File: config.mk
export PLATFORM = sky130hd
export DESIGN_NAME = instruction_fetch
export DESIGN_NICKNAME = d
export VERILOG_FILES = /design/src/rtl/instruction_fetch.sv
export SDC_FILE = /design/constraint.sdc
export NUM_CORES = 1
export LEC_CHECK = 0
export CAP_MARGIN = 0
export CORE_UTILIZATION = 57
export DETAILED_ROUTE_END_ITERATION = 8
export PLACE_DENSITY_LB_ADDON = 0.2
export SLEW_MARGIN = 20
export SYNTH_ARGS = -nofsm -noshare
export SYNTH_HDL_FRONTEND = slang
export SYNTH_SLANG_ARGS = --single-unit
export TNS_END_PERCENT = 100
File: constraint.sdc
create_clock -name i_clk -period 3.9 [get_ports i_clk]
set_input_delay 0.975 -clock i_clk [delete_from_list [all_inputs] [get_ports i_clk]]
set_output_delay 0.975 -clock i_clk [all_outputs]
set_load 0.005 [all_outputs]
File: src/rtl/instruction_fetch.sv
// Generic FIFO with synchronous clear; head word is read combinationally from storage.
// Push and pop may coincide at any occupancy; the owner never pushes into a full FIFO without popping.
module fifo #(
  parameter int WIDTH = 32,
  parameter int DEPTH = 4
) (
  input  logic                       i_clk,
  input  logic                       i_rst,
  input  logic                       clr,
  input  logic                       push,
  input  logic [WIDTH-1:0]           push_dat,
  input  logic                       pop,
  output logic [WIDTH-1:0]           head_dat,
  output logic [$clog2(DEPTH+1)-1:0] count
);
  localparam int AW = $clog2(DEPTH);
  localparam int CW = $clog2(DEPTH + 1);

  logic [WIDTH-1:0] ram [DEPTH];
  logic [AW-1:0]    wr_ptr;
  logic [AW-1:0]    rd_ptr;

  always_ff @(posedge i_clk or posedge i_rst) begin
    if (i_rst) begin
      wr_ptr <= '0;
      rd_ptr <= '0;
      count  <= '0;
    end else if (clr) begin
      wr_ptr <= '0;
      rd_ptr <= '0;
      count  <= '0;
    end else begin
      if (push) wr_ptr <= wr_ptr + AW'(1);
      if (pop)  rd_ptr <= rd_ptr + AW'(1);
      case ({push, pop})
        2'b10:   count <= count + CW'(1);
        2'b01:   count <= count - CW'(1);
        default: count <= count;
      endcase
    end
  end

  // When full, wr_ptr == rd_ptr: the popped head is read this cycle before being overwritten.
  always_ff @(posedge i_clk) begin
    if (push && !clr) ram[wr_ptr] <= push_dat;
  end

  assign head_dat = ram[rd_ptr];
endmodule

// Fetch front end: PC stream -> imem reads -> {inst,pc} FIFO -> decode; first o_valid 2 cycles after first request.
// Requests are credit-limited by FIFO occupancy plus reads in flight, so decode stalls hold the PC without dropping data.
module instruction_fetch #(
  parameter logic [31:0] RESET_PC = 32'h0000_0000,
  parameter int          DEPTH    = 4
) (
  input  logic        i_clk,
  input  logic        i_rst,
  output logic        o_imem_req,
  output logic [31:0] o_imem_addr,
  input  logic        i_imem_gnt,
  input  logic        i_imem_rvalid,
  input  logic [31:0] i_imem_rdata,
  output logic        o_valid,
  input  logic        i_ready,
  output logic [31:0] o_inst,
  output logic [31:0] o_pc,
  input  logic        i_redirect,
  input  logic [31:0] i_redirect_pc
);
  localparam int          CW  = $clog2(DEPTH + 1);
  localparam logic [31:0] NOP = 32'h0000_0013;

  typedef struct packed {
    logic [31:0] inst;
    logic [31:0] pc;
  } fetch_ent_t;

  logic [31:0] pc;
  logic        run;
  logic [CW-1:0] outstanding;
  logic [CW-1:0] discard;
  logic [CW-1:0] fifo_count;
  logic [CW-1:0] out_after;
  logic [CW:0]   credit_sum;
  logic        grant;
  logic        push;
  logic        pop;
  logic [31:0] tag_pc;
  fetch_ent_t  push_ent;
  fetch_ent_t  head_ent;

  assign credit_sum  = {1'b0, fifo_count} + {1'b0, outstanding};
  assign o_imem_req  = run && !i_redirect && (credit_sum < DEPTH[CW:0]);
  assign o_imem_addr = pc;
  assign grant       = o_imem_req && i_imem_gnt;
  assign out_after   = outstanding + CW'(grant) - CW'(i_imem_rvalid);

  assign push     = i_imem_rvalid && !i_redirect && (discard == '0);
  assign pop      = o_valid && i_ready && !i_redirect;
  assign push_ent = '{inst: i_imem_rdata, pc: tag_pc};

  // Tag queue pairs each response with its request address; its occupancy is the outstanding count.
  fifo #(.WIDTH(32), .DEPTH(DEPTH)) u_tag_q (
    .i_clk    (i_clk),
    .i_rst    (i_rst),
    .clr      (1'b0),
    .push     (grant),
    .push_dat (pc),
    .pop      (i_imem_rvalid),
    .head_dat (tag_pc),
    .count    (outstanding)
  );

  fifo #(.WIDTH($bits(fetch_ent_t)), .DEPTH(DEPTH)) u_inst_q (
    .i_clk    (i_clk),
    .i_rst    (i_rst),
    .clr      (i_redirect),
    .push     (push),
    .push_dat (push_ent),
    .pop      (pop),
    .head_dat (head_ent),
    .count    (fifo_count)
  );

  always_ff @(posedge i_clk or posedge i_rst) begin
    if (i_rst) begin
      pc      <= RESET_PC;
      discard <= '0;
      run     <= 1'b0;
    end else begin
      run <= 1'b1;
      if (i_redirect) begin
        pc      <= i_redirect_pc & 32'hFFFF_FFFC;
        // Replaces any older discard: outstanding already counts those reads.
        discard <= out_after;
      end else begin
        if (grant) pc <= pc + 32'd4;
        if (i_imem_rvalid && (discard != '0)) discard <= discard - CW'(1);
      end
    end
  end

  assign o_valid = (fifo_count != '0);
  assign o_inst  = o_valid ? head_ent.inst : NOP;
  assign o_pc    = o_valid ? head_ent.pc   : pc;
endmodule

==> flow_metrics.py, run 1 <==
metrics = {
    "outcome": {
        "status": "complete, no violations",
    },
    "cts": {
        "cts_resized": 0,
        "h-tree-depth": 2,
        "clock_latency_ns": 0.53,
        "cts_hold_buf": 0,
        "cts_sinks": 416,
        "cts_buffers": 42,
        "clk_pin_slew_worst_paths_ns": 0.06,
        "clockBufferDepth": 3,
        "root_buffer": "clkbuf_16",
        "cts_tree": "built",
        "post_cts_buffers": 0,
    },
    "placed_design": {
        "port_buffers": 161,
        "place_hpwl_um": 20600,
        "place_congestion": 0.805,
    },
    "power": {
        "seq_power_share_pct": 43.6,
        "p_comb_share_pct": 28.2,
        "p_sw_w": 0.00364,
        "swShare_pct": 27.6,
        "power_frac_clock_pct": 28.2,
        "p_int_w": 0.00954,
        "p_leak_nw": 6.83,
        "p_total_w": 0.0132,
        "powerDensity_nw_per_um2": 648,
        "ir_worst_vdd_v": 0.000514,
    },
    "flow_run": {
        "maxCapViolations": 0,
    },
    "hold_path": {
        "hp-class": "flip-flop to flip-flop",
    },
    "critical_path": {
        "worstPathRequired_ns": 2.92,
        "start_kind": "flip-flop",
        "setup.worst_path.class": "flip-flop to output pin",
        "cp.arrival_ns": 2.69,
        "cp_slowest_cell": "dfrtp_4",
        "cp_cell_sequence": "buf_12 > mux4_2 > or2_2 > clkdlybuf4s50_1",
        "critical-path-max-stage-delay_ns": 0.62,
        "end_kind": "output pin",
        "critPathMaxFanout": 24,
    },
    "logic_synthesis": {
        "synth_edf_count": 368,
        "synth_area_um2": 16800,
        "synth_area_leader_cell": "edfxtp_1",
        "synth-seq-cells": 416,
        "async_flop_share_pct": 11.5,
        "synth_area_per_cell_um2": 18.0,
        "netlist_top_cells_area": "edfxtp_1 66%, mux4_2 12%, dfrtp_1 7.2%",
        "yosysWarnings": 0,
        "ys_types": 57,
        "synth_flop_cell": "edfxtp_1",
        "syn_inst": 931,
        "yosysSeqAreaShare_pct": 73.1,
        "synth_top_area_share_pct": 65.9,
    },
    "timing": {
        "fmax_mhz": 273,
        "tns_ns": 0,
        "worstMarginPinSlew_ns": 0.929,
        "hold_viol_final": 0,
        "maxSlewHeadroom_pct": 38.1,
        "layout_min_cycle_time_ns": 3.67,
        "finalSetupViolCount": 0,
        "period_share_pct": 94.1,
        "drv_slew": 0,
        "grt_setup_unrepaired": "false",
        "fin_skew_ns": 0.0191,
    },
    "die": {
        "core_region_area_um2": 28900,
        "design.die.area_um2": 30100,
        "die_x_um": 174,
        "die_height_um": 174,
        "num_io_pins": 168,
        "initial_core_util_pct": 58.1,
        "num_rows": 62,
    },
    "global_route": {
        "grt_pass1_wl_um": 52900,
        "grt_pass1_vias": 8984,
        "grt_max_degree": 64,
        "grt-ovfl-total": 0,
        "grt_usage_pct": 23.5,
        "antenna_found_initial": 0,
    },
    "cells_and_area": {
        "fin_util_pct": 70.5,
        "nets": 1210,
        "diodes": 0,
        "drive_gt1_share_pct": 17.4,
        "synthToLayoutAreaGrowth_pct": 21.4,
    },
    "routing": {
        "ant_nets": 0,
        "routed-via-count": 8990,
        "routedWlPerCell_um": 22.2,
        "finalWirelength_um": 34200,
        "drc": 0,
        "dr.pass1.iters": 5,
        "vias_per_cell": 5.85,
        "drt-initial-drc-count": 719,
    },
}
==> final timing paths <==
check / depth (start not counted) / slack, ns / end / start
min reg2reg: 1 / 0.52 / u_tag_q.count[0] / u_tag_q.count[0]
max reg2reg: 8 / 1.24 / u_tag_q.ram[1][17] / u_inst_q.count[2]
max: 4 / 0.23 / o_inst[1] / u_inst_q.rd_ptr[0]
min: 1 / 0.52 / u_tag_q.count[0] / u_tag_q.count[0]
max in group asynchronous: 3 / 2.54 / u_tag_q.rd_ptr[1] / i_rst
min in group asynchronous: 2 / 0.74 / o_imem_addr[16] / i_rst
==> power groups by stage <==
stage	Sequential, W	Clock [W]	Combinational (W)
2_1_floorplan	0.00557	0	0.00218
3_3_place_gp	0.00582	0	0.00368
3_5_place_dp	0.00584	0	0.00373
4_1_cts	0.00576	0.00379	0.00375
5_1_grt	0.00579	0.00397	0.00403
6_report	0.00575	0.00372	0.00372
==> layout by cell type (no fill, tap or decap), drive strengths merged, types with 2 or more instances in the layout <==
| cell type | synthesis | routed |
|---|---|---|
| or4 | 3 | 3 |
| nor4 | 6 | 6 |
| nor3 | 14 | 14 |
| o21ai | 30 | 30 |
| xnor2 | 17 | 17 |
| a21oi | 4 | 4 |
| or2 | 6 | 6 |
| clkinv | 1 | 15 |
| inv | 24 | 25 |
| nand2 | 113 | 113 |
| mux4 | 92 | 92 |
| dfrtp | 48 | 48 |
| buf | 21 | 31 |
| and4 | 4 | 4 |
| edfxtp | 368 | 368 |
| a32oi | 2 | 2 |
| clkdlybuf4s50 | 0 | 160 |
| fa | 3 | 3 |
| and3 | 9 | 9 |
| nand2b | 2 | 2 |
| nand3 | 17 | 17 |
| nand4 | 8 | 8 |
| a221o | 5 | 5 |
| a22oi | 2 | 2 |
| nor2 | 17 | 17 |
| conb | 2 | 5 |
| mux2i | 5 | 5 |
| ha | 16 | 16 |
| a211o | 2 | 2 |
| clkbuf | 27 | 59 |
| and2 | 34 | 34 |
| xor2 | 9 | 9 |
| o211ai | 5 | 5 |
==> state kept, by name, indices dropped and copies added, names as in the netlist <==
| signal | flops |
|---|---|
| run | 1 |
| u_inst_q.rd_ptr | 2 |
| u_tag_q.rd_ptr | 2 |
| u_tag_q.wr_ptr | 2 |
| u_inst_q.ram | 248 |
| u_inst_q.wr_ptr | 2 |
| discard | 3 |
| u_tag_q.ram | 120 |
| u_inst_q.count | 3 |
| u_tag_q.count | 3 |
| o_imem_addr | 30 |
==> stage by stage <==
| step | hold slack [ns] | worst slack [ns] | cells | cell area [um^2] |
|---|---|---|---|---|
| global route | 0.537 | 0.135 | 1536 | 20300 |
| global placement | 0.498 | 0.706 | 1461 | 19100 |
| finish | 0.515 | 0.231 | 1536 | 20300 |
| floorplan | 0.467 | 0.476 | 934 | 16800 |
| CTS | 0.517 | 0.170 | 1536 | 20300 |
| detailed placement | 0.505 | 0.659 | 1461 | 19100 |
==> cell usage after synthesis (all sizes together) (16+ instances only) <==
cell	number
nor2	17
ha	16
nand3	17
and2	34
dfrtp	48
edfxtp	368
nand2	113
o21ai	30
xnor2	17
mux4	92
buf	21
inv	24
clkbuf	27
==> worst max-delay path, delay by kind of cell, from the launching register on <==
| family | cells | cell delay (ns) |
|---|---|---|
| simple gates | 1 | 0.29 |
| buf+inv | 2 | 0.71 |
| flops | 1 | 0.62 |
| mux | 1 | 0.53 |
==> kinds of logic after synthesis <==
group	count (synthesis)	share of synthesized area [%]
AOI/OAI and AO/OA	60	2.36
xor gates and xnor gates	26	1.36
adders and majority gates	19	1.55
buffers and inverters	73	1.84
DFF	416	73.1
muxes	97	12.7
other	2	0.0448
and+or+nand+nor	238	7.11
==> routing by layer <==
metal  vias to the layer above  global-route usage [%]  share of wire [%]
met5                         -                       0                  0
met1                      4562                    34.1                 43
met2                       355                    37.2                 48
met3                        58                    3.93                6.4
li1                       4015                       -                  -
met4                         0                    7.45                2.4
==> layout make-up <==
class,count,area (um^2)
Multi-Input combinational cell,445,4230
Sequential cell,416,12300
Clock inverter,16,81.3
Fill cell,1845,8510
Inverter,25,93.8
Timing Repair Buffer,191,1990
Clock buffer,59,1210
Tap cell,384,480
(Power assumes the default switching activity.)
==> run 2: changes to the inputs <==
--- a/config.mk
+++ b/config.mk
@@ -6,11 +6,14 @@
 export NUM_CORES = 1
 export LEC_CHECK = 0
 export CAP_MARGIN = 0
-export CORE_UTILIZATION = 57
+export CORE_UTILIZATION = 59
+export CTS_BUF_LIST = sky130_fd_sc_hd__clkbuf_4 sky130_fd_sc_hd__clkbuf_8
 export DETAILED_ROUTE_END_ITERATION = 8
+export HOLD_SLACK_MARGIN = 0.06
 export PLACE_DENSITY_LB_ADDON = 0.2
 export SLEW_MARGIN = 20
 export SYNTH_ARGS = -nofsm -noshare
 export SYNTH_HDL_FRONTEND = slang
+export SYNTH_HIERARCHICAL = 1
 export SYNTH_SLANG_ARGS = --single-unit
 export TNS_END_PERCENT = 100
==> run 2 against run 1 <==
Die area is 1.3% higher. Count of clock-buffer cells in the layout is 48 higher. Clock skew increased by 0.0087 ns.
==> flow_metrics.py, run 2 <==
metrics = {
    "outcome": {
        "status": "complete, no violations",
    },
    "placed_design": {
        "port_buffers": 163,
        "preCtsSetupSlack_ns": 0.703,
        "place_hpwl_um": 21900,
        "place_area_um2": 19800,
        "place_congestion": 0.805,
    },
    "power": {
        "p_leak_nw": 7.08,
        "ir_worst_vdd_v": 0.000299,
        "powerDensity_nw_per_um2": 492,
        "p_total_w": 0.0104,
    },
    "global_route": {
        "grt-ovfl-total": 0,
        "grt_pass1_vias": 9617,
        "grt_usage_pct": 24.3,
        "antenna_found_initial": 0,
        "grt_max_degree": 46,
        "grt_pass1_wl_um": 55000,
    },
    "cts": {
        "clk_pin_slew_worst_paths_ns": 0.06,
        "h-tree-depth": 3,
        "cts_tree": "built",
        "post_cts_buffers": 0,
        "clockBufferDepth": 3,
        "cts_resized": 0,
        "clock_latency_ns": 0.58,
        "cts_buffers": 69,
        "root_buffer": "clkbuf_8",
        "cts_hold_buf": 0,
        "cts_sinks": 432,
    },
    "die": {
        "initial_core_util_pct": 60.6,
        "core_region_area_um2": 29000,
        "num_rows": 62,
        "num_io_pins": 168,
        "die_height_um": 175,
        "design.die.area_um2": 30500,
        "die_x_um": 175,
    },
    "routing": {
        "drt-initial-drc-count": 612,
        "routedWlPerCell_um": 22.6,
        "vias_per_cell": 5.88,
        "drc": 0,
        "dr.pass1.iters": 5,
        "ant_nets": 0,
        "routed-via-count": 9292,
        "finalWirelength_um": 35700,
    },
    "timing": {
        "worstMarginPinSlew_ns": 0.911,
        "fmax_mhz": 266,
        "grt_setup_unrepaired": "false",
        "drv_slew": 0,
        "hold_viol_final": 0,
        "period_share_pct": 96.5,
        "fin_ws_ns": 0.135,
        "maxSlewHeadroom_pct": 39.3,
        "tns_ns": 0,
        "finalSetupViolCount": 0,
        "fin_skew_ns": 0.0278,
        "layout_min_cycle_time_ns": 3.76,
    },
    "cells_and_area": {
        "fin_util_pct": 72.8,
        "synthToLayoutAreaGrowth_pct": 20.1,
        "nets": 1233,
        "largest_reg_flops": 256,
        "final_common_cell": "edfxtp_1",
        "drive_gt1_share_pct": 24.6,
        "regMostFlops": "u_inst_q/ram",
        "final_cell_mix": "384 x edfxtp_1, 162 x clkdlybuf4s50_1, 92 x mux4_2",
        "stdcell_area_um2": 21100,
        "diodes": 0,
    },
    "logic_synthesis": {
        "synth-seq-cells": 432,
        "synth_top_area_share_pct": 65.6,
        "netlist_top_cells_area": "edfxtp_1 66%, mux4_2 12%, dfrtp_1 6.8%",
        "ys_types": 57,
        "synth_area_leader_cell": "edfxtp_1",
        "syn_inst": 915,
        "synth_common_cells": "384 x edfxtp_1, 92 x mux4_2, 48 x dfrtp_1",
        "synth_area_um2": 17600,
        "yosysWarnings": 6,
        "async_flop_share_pct": 11.1,
        "synth_flop_cell": "edfxtp_1",
        "yosysSeqAreaShare_pct": 72.4,
        "synth.most_common_cell": "edfxtp_1",
        "synth_area_per_cell_um2": 19.2,
        "synth_edf_count": 384,
    },
    "critical_path": {
        "critical-path-max-stage-delay_ns": 0.62,
        "critPathMaxFanout": 21,
        "start_kind": "flip-flop",
        "end_kind": "output pin",
        "critPathLaunch": "u_inst_q/rd_ptr[0]",
        "worstPathRequired_ns": 2.92,
        "cp.arrival_ns": 2.79,
        "reg2reg_depth": 9,
        "r2r_setup_slack_ns": 1.14,
        "regToRegEndpoint": "u_inst_q/count[2]",
        "setup.worst_path.class": "flip-flop to output pin",
        "reg2reg_from": "u_inst_q/count[0]",
        "cp_slowest_cell": "mux4_2",
        "cp_cell_sequence": "buf_4 > mux4_2 > mux2_2 > clkdlybuf4s50_1",
    },
    "hold_path": {
        "hp-class": "flip-flop to flip-flop",
        "holdPathEnd": "u_inst_q/wr_ptr[1]",
        "min_path_cells": 2,
        "hp-start": "u_inst_q/wr_ptr[1]",
    },
    "flow_run": {
        "maxCapViolations": 0,
    },
}
[run 2: cell count changes in the layout (fill, tap and decap cells not counted), sizes merged, moves of 7 or more]
cell / previous run / this run
nand2: 113 / 44
xnor2: 17 / 10
nor2: 17 / 27
mux2: 0 / 30
edfxtp: 368 / 384
nand4: 8 / 18
o21ai: 30 / 18
and3: 9 / 2
clkbuf: 59 / 107
conb: 5 / 12
[run 2: metal layers]
| layer | global-route usage [%] | up-vias | wire length, um |
|---|---|---|---|
| li1 | - | 4122 | - |
| met1 | 33.4 | 4767 | 14800 |
| met2 | 38.9 | 350 | 17700 |
| met3 | 5.37 | 53 | 2450 |
| met4 | 8.66 | 0 | 776 |
| met5 | 0 | - | 0 |
[run 2: worst max path at each step]
| stage | end | slack, ns |
|---|---|---|
| after floorplan | u_tag_q/ram[0][0] | 0.34 |
| after global placement | o_imem_req | 0.69 |
| after detailed placement | u_inst_q/count[2] | 0.70 |
| after CTS | o_pc[22] | 0.08 |
| after global routing | o_pc[22] | 0.03 |
| final | o_pc[22] | 0.14 |
[run 2: per-stage QoR]
stage | hold WS [ns] | std cells
after floorplan | 0.516 | 925
after global placement | 0.561 | 1458
after detailed placement | 0.581 | 1458
after CTS | 0.603 | 1579
after global routing | 0.639 | 1579
final | 0.611 | 1579
[run 2: worst max-delay path: cells and delay by family, from the launching register on]
family	cells	cell delay, ns
buffers and inverters	2	0.86
muxes	2	0.90
DFF	1	0.43
[run 2: area by class of cell]
type / count / area [um^2]
inverters: 21 / 80.1
fillers: 1758 / 7880
well taps: 384 / 480
clock inverters: 14 / 78.8
clock buffers: 107 / 1270
repair buffers: 194 / 1960
flip-flops and latches: 432 / 12700
multi-input cells: 427 / 4520
[run 2: kinds of logic after synthesis]
group	synth area share (%)
buffers and inverters	2.16
and+or+nand+nor	6.20
xor gates and xnor gates	0.747
adders and majority gates	1.41
DFF	72.4
muxes	14.8
other	0.0427
AOI/OAI and AO/OA	2.30
[run 2: power by group]
part,internal (W),switching [W]
Clock,0.00208,0.00166
Combinational,0.000745,0.000552
Sequential,0.00519,0.000170
==> run 3: changes to the inputs <==
--- a/config.mk
+++ b/config.mk
@@ -5,8 +5,7 @@
 export SDC_FILE = /design/constraint.sdc
 export NUM_CORES = 1
 export LEC_CHECK = 0
-export CAP_MARGIN = 0
-export CORE_UTILIZATION = 59
+export CORE_UTILIZATION = 54
 export CTS_BUF_LIST = sky130_fd_sc_hd__clkbuf_4 sky130_fd_sc_hd__clkbuf_8
 export DETAILED_ROUTE_END_ITERATION = 8
 export HOLD_SLACK_MARGIN = 0.06
@@ -16,4 +15,3 @@
 export SYNTH_HDL_FRONTEND = slang
 export SYNTH_HIERARCHICAL = 1
 export SYNTH_SLANG_ARGS = --single-unit
-export TNS_END_PERCENT = 100
==> constraint.sdc (replaced) <==
create_clock -name i_clk -period 3.27 [get_ports i_clk]
set_input_delay 0.8175 -clock i_clk [delete_from_list [all_inputs] [get_ports i_clk]]
set_output_delay 0.8175 -clock i_clk [all_outputs]
set_load 0.005 [all_outputs]
==> run 3 against run 2 <==
The flow now finishes with violations (negative setup slack). Worst hold slack got worse by 0.021 ns. Sequential cell count unchanged. Critical path type unchanged. Global-route usage fell by 1.2 points. Die area is 9.2% higher. Combinational power rose by 25%. Final cell count rose by 6.2%. Non-clock buffer count grew 45. Sequential power up 19%. Total power rose by 21%. Clock skew is 0.0053 ns higher. Count of clock-buffer cells in the layout down 5. First-iteration DRC count up 32%.
==> flow_metrics.py, run 3 (synthesis gave the netlist of run 2 again) <==
metrics = {
    "outcome": {
        "status": "complete, but fails checks",
        "failed_checks": "negative setup slack",
    },
    "timing": {
        "layout_min_cycle_time_ns": 3.28,
        "fin_ws_ns": -0.00969,
        "maxSlewHeadroom_pct": 39.0,
        "hold_viol_final": 0,
        "fin_skew_ns": 0.0331,
        "drv_slew": 0,
        "tns_ns": -0.00969,
        "finalSetupViolCount": 1,
        "holdWs_ns": 0.590,
        "grt_setup_unrepaired": "true",
        "period_share_pct": 100,
        "fmax_mhz": 305,
        "worstMarginPinSlew_ns": 0.916,
    },
    "critical_path": {
        "critical-path-max-stage-delay_ns": 0.50,
        "reg2reg_from": "u_inst_q/count[2]",
        "critPathMaxFanout": 6,
        "path_delay_family": "buffers and inverters",
        "path_buf_inv": 4,
        "reg2reg_depth": 9,
        "setup.worst_path.class": "flip-flop to output pin",
        "r2r_setup_slack_ns": 0.65,
        "cp.arrival_ns": 2.46,
        "cp_slowest_cell": "dfrtp_4",
        "crit_top_cell": "buf_12",
        "end_kind": "output pin",
        "worstPathRequired_ns": 2.45,
        "cp_cell_sequence": "buf_12 > buf_12 > buf_4 > mux4_2 > mux2_2 > dlygate4sd2_1",
        "start_kind": "flip-flop",
        "regToRegEndpoint": "u_inst_q/count[2]",
    },
    "cts": {
        "clock_latency_ns": 0.59,
        "clk_pin_slew_worst_paths_ns": 0.06,
        "cts_tree": "built",
        "cts_buffers": 70,
        "h-tree-depth": 3,
        "cts_sinks": 432,
        "root_buffer": "clkbuf_8",
        "cts_hold_buf": 0,
        "clockBufferDepth": 3,
    },
    "global_route": {
        "antenna_found_initial": 0,
        "grt-ovfl-total": 0,
        "grt_usage_pct": 23.1,
        "grt_max_degree": 45,
        "grt_pass1_vias": 9719,
        "grt_pass1_wl_um": 56900,
    },
    "cells_and_area": {
        "drive_gt1_share_pct": 29.6,
        "regMostFlops": "u_inst_q/ram",
        "fin_util_pct": 69.0,
        "stdcell_area_um2": 22000,
        "nets": 1279,
        "synthToLayoutAreaGrowth_pct": 24.8,
        "final_common_cell": "edfxtp_1",
        "final_cell_mix": "384 x edfxtp_1, 99 x clkdlybuf4s50_1, 92 x mux4_2",
        "diodes": 0,
        "largest_reg_flops": 256,
    },
    "die": {
        "core_region_area_um2": 31800,
        "die_x_um": 182,
        "design.die.area_um2": 33300,
        "initial_core_util_pct": 55.3,
        "die_height_um": 182,
        "num_rows": 65,
        "num_io_pins": 168,
    },
    "routing": {
        "wl_met3_um": 2160,
        "routedWlPerCell_um": 22.3,
        "dr.pass1.iters": 5,
        "wl_met2_um": 18500,
        "top_layer": "met4",
        "drc": 0,
        "routed-via-count": 9598,
        "vias_per_cell": 5.72,
        "ant_nets": 0,
        "wl_met1_um": 16000,
        "finalWirelength_um": 37500,
        "drt-initial-drc-count": 807,
    },
    "placed_design": {
        "preCtsSetupSlack_ns": 0.262,
        "place_area_um2": 20200,
        "place_hpwl_um": 23300,
        "place_congestion": 0.835,
        "port_buffers": 163,
    },
    "power": {
        "p_int_w": 0.00971,
        "ir_worst_vdd_v": 0.000324,
        "p_leak_nw": 7.79,
        "power_frac_clock_pct": 36.5,
        "powerDensity_nw_per_um2": 575,
        "p_sw_w": 0.00290,
        "seq_power_share_pct": 50.6,
        "swShare_pct": 23.0,
        "p_comb_share_pct": 12.9,
    },
    "flow_run": {
        "maxCapViolations": 0,
    },
    "hold_path": {
        "hp-class": "input pin to asynchronous set/reset pin",
    },
}
-- run 3: cell count changes in the layout (fill, tap and decap cells not counted), sizes merged, moves of 10 or more --
| cell | delta |
|---|---|
| buf | +49 |
| dlygate4sd2 | +23 |
| dlymetal6s2s | +13 |
| clkdlybuf4s50 | -63 |
| clkbuf | +10 |
-- run 3: worst max-delay path by stage --
stage | startpoint | end | slack [ns] | cells after the start
6_report | u_inst_q/rd_ptr[0] | o_pc[21] | -0.01 | 6
2_1_floorplan | i_redirect | u_inst_q/ram[0][0] | 0.06 | 7
4_1_cts | u_inst_q/rd_ptr[0] | o_inst[15] | -0.11 | 5
5_1_grt | u_inst_q/rd_ptr[0] | o_pc[21] | -0.07 | 6
3_3_place_gp | i_imem_rvalid | u_inst_q/ram[1][16] | 0.31 | 6
3_5_place_dp | i_redirect | u_inst_q/count[2] | 0.26 | 9
-- run 3: through the flow --
stage,total power (W),cells
floorplan,0.00726,925
global placement,0.00809,1529
detailed placement,0.00812,1529
CTS,0.0128,1674
global route,0.0131,1677
finish,0.0126,1677
-- run 3: cell type report --
| cell class | instances | area [um^2] |
|---|---|---|
| fill | 2071 | 9850 |
| timing repair buffer | 239 | 2610 |
| multi-input combinational | 427 | 4570 |
| inverter | 21 | 80.1 |
| sequential | 432 | 12700 |
| clock inverter | 21 | 151 |
| tap | 435 | 544 |
| clock buffer | 102 | 1250 |
-- run 3: worst register-to-register path, cell delays in order (launching register included) --
cell     delay [ns]
dfrtp_1        0.44
nor3_4         0.35
inv_2          0.10
buf_4          0.20
and3_1         0.28
nor2b_1        0.18
fa_1           0.38
nor3b_1        0.30
o21ai_0        0.12
nor3b_1        0.15
-- run 3: repair_timing --
action / in CTS / in global routing
pin swaps: 1 / 0
hold endpoints to repair: 0 / 0
setup endpoints to repair: 64 / 29
gates resized for setup: 115 / 38
cloned: 6 / 0
buffers inserted: 16 / 3
-- run 3: power by group through the flow --
stage          Clock [W]  Sequential, W  Combinational (W)
2_1_floorplan          0        0.00642           0.000842
3_3_place_gp           0        0.00649            0.00160
3_5_place_dp           0        0.00650            0.00163
4_1_cts          0.00470        0.00639            0.00166
5_1_grt          0.00493        0.00641            0.00175
6_report         0.00460        0.00639            0.00162
-- run 3: layer usage --
layer | vias to the layer above | track usage [%]
met4 | 0 | 8.81
li1 | 4220 | -
met5 | - | 0
met2 | 369 | 37.6
met1 | 4950 | 31.8
met3 | 59 | 3.69
